$ cat config.mk
export PLATFORM = sky130hd
export DESIGN_NAME = or_tree_pipe
export DESIGN_NICKNAME = d
export VERILOG_FILES = /design/src/rtl/or_tree_pipe.sv
export SDC_FILE = /design/constraint.sdc
export NUM_CORES = 1
export LEC_CHECK = 0
export ABC_AREA = 1
export CORE_AREA = 2 2 46 48
export CTS_CLUSTER_SIZE = 10
export DETAILED_ROUTE_END_ITERATION = 12
export DIE_AREA = 0 0 48 50
export GPL_TIMING_DRIVEN = 0
export PLACE_DENSITY_LB_ADDON = 0.12
export SLEW_MARGIN = 20
export SYNTH_ARGS = -nofsm -noshare
export SYNTH_HDL_FRONTEND = slang
export SYNTH_SLANG_ARGS = --single-unit
$ cat constraint.sdc
create_clock -name clk -period 2.74 [get_ports clk]
set_clock_uncertainty 0.1 [all_clocks]
set_input_delay 0.274 -clock clk [delete_from_list [all_inputs] [get_ports clk]]
set_output_delay 0.274 -clock clk [all_outputs]
set_load 0.05 [all_outputs]
$ cat src/rtl/or_tree_pipe.sv
// Pipelined multi-lane OR reduction.
// Each lane reduces WIDTH bits through a balanced OR2 tree that is zero-padded
// to 2^LEVELS inputs. A register bank follows every REG_EVERY tree levels, so
// the result appears LAT advancing cycles after the sample is taken. A per-lane
// sticky accumulator collects every valid result until it is cleared.
module or_tree_pipe #(
    parameter int WIDTH     = 8,
    parameter int LANES     = 2,
    parameter int REG_EVERY = 1
) (
    input  logic                   clk,
    input  logic                   rst,
    input  logic                   en,
    input  logic                   in_valid,
    input  logic [LANES*WIDTH-1:0] a,
    input  logic                   clr,
    output logic [LANES-1:0]       y,
    output logic                   out_valid,
    output logic [LANES-1:0]       ys
);

    localparam int LEVELS = (WIDTH > 1) ? $clog2(WIDTH) : 0;
    localparam int PADW   = 1 << LEVELS;
    localparam int LAT    = (LEVELS == 0) ? 1 : (LEVELS + REG_EVERY - 1) / REG_EVERY;

    // Number of tree levels already reduced once stage s (0-based count of
    // completed stages) has been passed.
    function automatic int levels_done(input int s);
        return (s * REG_EVERY < LEVELS) ? s * REG_EVERY : LEVELS;
    endfunction

    // Apply tree levels lo..hi-1 to a partially reduced vector. After level l
    // only the low PADW>>(l+1) bits carry partial ORs; the rest are forced to 0
    // so every stage register holds a clean, left-aligned set of partials.
    function automatic logic [PADW-1:0] or_levels(input logic [PADW-1:0] v,
                                                  input int lo, input int hi);
        logic [PADW-1:0] r;
        r = v;
        for (int l = 0; l < LEVELS; l++) begin
            if (l >= lo && l < hi) begin
                for (int i = 0; i < PADW / 2; i++) begin
                    if (i < (PADW >> (l + 1))) begin
                        r[i] = r[2*i] | r[2*i+1];
                    end
                end
                for (int i = 0; i < PADW; i++) begin
                    if (i >= (PADW >> (l + 1))) begin
                        r[i] = 1'b0;
                    end
                end
            end
        end
        return r;
    endfunction

    logic [LAT-1:0] valid_reg;
    logic           final_vin;

    // Valid bit travels alongside the data and freezes with it on a stall.
    always_ff @(posedge clk) begin
        if (rst) begin
            valid_reg <= '0;
        end else if (en) begin
            valid_reg[0] <= in_valid;
            for (int s = 1; s < LAT; s++) begin
                valid_reg[s] <= valid_reg[s-1];
            end
        end
    end

    assign out_valid = valid_reg[LAT-1];

    // Valid of the result that is about to be loaded into y on this edge.
    generate
        if (LAT == 1) begin : g_vin_direct
            assign final_vin = in_valid;
        end else begin : g_vin_piped
            assign final_vin = valid_reg[LAT-2];
        end
    endgenerate

    generate
        for (genvar gi = 0; gi < LANES; gi++) begin : g_lane
            logic [PADW-1:0] stage_in   [LAT];
            logic [PADW-1:0] stage_next [LAT];
            logic [PADW-1:0] stage_reg  [LAT];
            logic            ys_reg;
            logic            acc_in;

            // Feed each stage from the previous register bank (stage 0 from
            // the zero-padded lane input) and reduce its share of levels.
            always_comb begin
                stage_in[0]              = '0;
                stage_in[0][WIDTH-1:0]   = a[gi*WIDTH +: WIDTH];
                for (int s = 1; s < LAT; s++) begin
                    stage_in[s] = stage_reg[s-1];
                end
                for (int s = 0; s < LAT; s++) begin
                    stage_next[s] = or_levels(stage_in[s], levels_done(s), levels_done(s + 1));
                end
            end

            // Data registers load on every advancing cycle, valid or not.
            always_ff @(posedge clk) begin
                if (rst) begin
                    for (int s = 0; s < LAT; s++) begin
                        stage_reg[s] <= '0;
                    end
                end else if (en) begin
                    for (int s = 0; s < LAT; s++) begin
                        stage_reg[s] <= stage_next[s];
                    end
                end
            end

            assign acc_in = stage_next[LAT-1][0];

            // Sticky accumulator: a clear coinciding with a new result keeps
            // that result; a clear on its own works even while stalled.
            always_ff @(posedge clk) begin
                if (rst) begin
                    ys_reg <= 1'b0;
                end else if (clr) begin
                    ys_reg <= en & final_vin & acc_in;
                end else if (en && final_vin) begin
                    ys_reg <= ys_reg | acc_in;
                end
            end

            assign y[gi]  = stage_reg[LAT-1][0];
            assign ys[gi] = ys_reg;
        end
    endgenerate

endmodule
==> key figures <==
Status
  • Status: finished clean

Clock tree
  • H-tree depth: 1
  • CTS root buffer: clkbuf_4
  • Total CTS buffers: 3
  • CTS tree: done
  • Worst-Skew Late Latency: between 0.2 and 0.3 ns
  • CTS resizes: 0
  • Post-CTS Setup Bufs: 0
  • Clock sink total: 19
  • Hold buffers post-CTS: 0
  • CTS max path bufs: 2
  • Clock Pin Slew Worst Setup and Hold Paths: ~0.1 ns

Power
  • Power Dens Cells: 501 mW/mm2
  • IR drop worst, VDD: around 0.00024 V
  • Leakage: approximately 0.46 nW
  • Seq pwr share: 0.602
  • Switching Share: 0.230
  • Internal power: about 430 uW
  • Power share of the clock group: 0.248
  • Combinational cell fraction of total power: 0.150
  • Psw: roughly 130 uW

Routing
  • Number of remaining DRC errors: 0
  • Via count: between 500 and 600
  • Drt initial violations: 4
  • Wirelength per Cell: 9.21 um
  • Post-Route WL: 1210 um
  • Max layer used: met4
  • Antenna viol nets, final: 0
  • 1st-pass router iterations: 4
  • M1 wire length: ~460 um
  • Met3 routed WL: 72 um
  • Via-to-Cell Ratio: 4.27
  • Met2 routed WL: 639 um

Hold path
  • Worst hold path class: reg -> reg
  • HP Start: valid_reg[2]
  • Hold Path Stages: 2
  • Hold Path Sink: valid_reg[2]

Critical path
  • CP max FO: 2
  • CP Data Arrival Time: 1.53 ns
  • Reg2Reg Setup Slack: between 1.5 and 2 ns
  • Reg-to-Reg Start: g_lane[1].stage_reg[0][2]
  • Worst reg2reg path depth: 2
  • Setup crit end kind: primary output
  • CP required: around 2.4 ns
  • Worst r2r dst: g_lane[1].stage_reg[0][5]
  • Startpoint types: flop
  • Crit path kind: reg -> out

Yosys
  • Post-synth top area cell: edfxtp_1
  • Syn nets: 96
  • Synth cell types: 15
  • Commonest cells post-synth: nor2_1, edfxtp_1, nor2_2, nand2_1, inv_1
  • Area contributors post-synth: edfxtp_1, dfxtp_1, nor2_2
  • Seq/Total Area, Yosys: 0.648
  • Synth Instances: between 70 and 80
  • Synthesized cell area: between 800 and 900 um2
  • EDFF count, synth: 14
  • Synthesized area per cell: ~11 um2
  • Async set or reset register ratio after synthesis: 0
  • Yosys reg bits: 19
  • Dominant cell by count in the synthesized netlist: nor2_1
  • Yosys warnings: 0
  • Top FF cell, synth: edfxtp_1
  • Yosys top cell area share: 0.523

Timing
  • Hold Violations, Final: 0
  • RSZ-0062 raised after global routing: false
  • Worst-Margin Slew: roughly 0.5 ns
  • Final setup fails: 0
  • Setup TNS: 0 ns
  • Max-slew violations: 0
  • Tcrit/Tclk final: 0.696
  • Slew margin rel.: 0.668
  • F_max: 524 MHz
  • Min Clock Period, post-route: 1.91 ns

Placement
  • Placer Congestion: 0.708
  • PortBufs: 25
  • DP HPWL: about 900 um

Cells and area
  • Max reg flops: 14
  • Post-layout nets: 126
  • Layout cells sized above 1: 0.212
  • P&R area growth vs syn: 38.6%
  • Diodes inserted: 0
  • Fin util: 0.586

Global route
  • Pin count of the biggest net entering global routing: 16
  • First-pass GRT wire length: ~2000 um
  • GRT Overall Usage: 0.126
  • Grt ovf: 0
  • Initial antenna violation count: 0
  • Vias in the first global route: 543

Die
  • Die Wd: roughly 48 um
  • Initial Util: 0.422
  • Core area: around 0.0019 mm2
  • Row count: 16
  • DIE HEIGHT: about 50 um
  • Die area: about 0.0024 mm2
  • Top Ports: 26

Job
  • Max cap viols: 0
[cell type report]
class / instances / area [um2]
fillers: 168 / 788
flip-flops and latches: 19 / 520
repair buffers: 25 / 250
multi-input cells: 44 / 219
inverters: 9 / 33.8
well taps: 27 / 33.8
plain buffers: 3 / 30.0
clock buffers: 4 / 26.3
[through the flow]
step | instance area, um2 | instances | hold WS (ns) | setup WS (ns) | power (mW)
after floorplan | 803 | 75 | 0.291 | 1.76 | 0.385
after global placement | 1090 | 127 | 0.340 | 1.09 | 0.424
after detailed placement | 1090 | 127 | 0.347 | 1.08 | 0.427
after CTS | 1110 | 131 | 0.363 | 0.813 | 0.566
after global routing | 1110 | 131 | 0.391 | 0.760 | 0.588
final | 1110 | 131 | 0.359 | 0.833 | 0.557
[worst max path at each step]
stage / startpoint / endpoint / slack (ns) / cells past startpoint
global placement: en / g_lane[1].stage_reg[0][0] / 1.09 / 3
finish: g_lane[1].ys_reg / ys[1] / 0.83 / 2
floorplan: valid_reg[2] / out_valid / 1.76 / 0
global route: g_lane[1].ys_reg / ys[1] / 0.76 / 2
CTS: g_lane[1].ys_reg / ys[1] / 0.81 / 2
detailed placement: en / g_lane[1].stage_reg[0][0] / 1.08 / 3
[cells in the final DEF (no fill, tap or decap), drive strengths merged]
cell and instances:
buf 3, o21ai 2, clkbuf 4, clkdlybuf4s50 25
inv 9, edfxtp 14, nand2 10, a21oi 2
dfxtp 5, nand3 4, nor2 26
[power by group through the flow]
stage	sequential [mW]	clock [mW]	combinational, mW
after floorplan	0.350	0	0.0345
after global placement	0.341	0	0.0826
after detailed placement	0.342	0	0.0846
after CTS	0.336	0.145	0.0847
after global routing	0.338	0.159	0.0913
final	0.335	0.138	0.0836
[worst max-delay path: stages (launching register included)]
cell,delay [ns]
dfxtp_1,0.35
buf_4,0.10
clkdlybuf4s50_1,0.78
[per-layer routing]
| metal | vias to the layer above | global-route usage |
|---|---|---|
| met5 | - | 0 |
| met4 | 0 | 0.0811 |
| met3 | 5 | 0.0440 |
| met2 | 16 | 0.220 |
| met1 | 244 | 0.114 |
| li1 | 294 | - |
[logic make-up after synthesis]
kind of cell	count (synthesis)	share of synthesized area
buffers and inverters	12	0.0794
AND/OR/NAND/NOR	40	0.243
flip-flops	19	0.648
AO/OA/AOI/OAI	4	0.0296
Note: power is estimated with default switching activity, not from simulation.
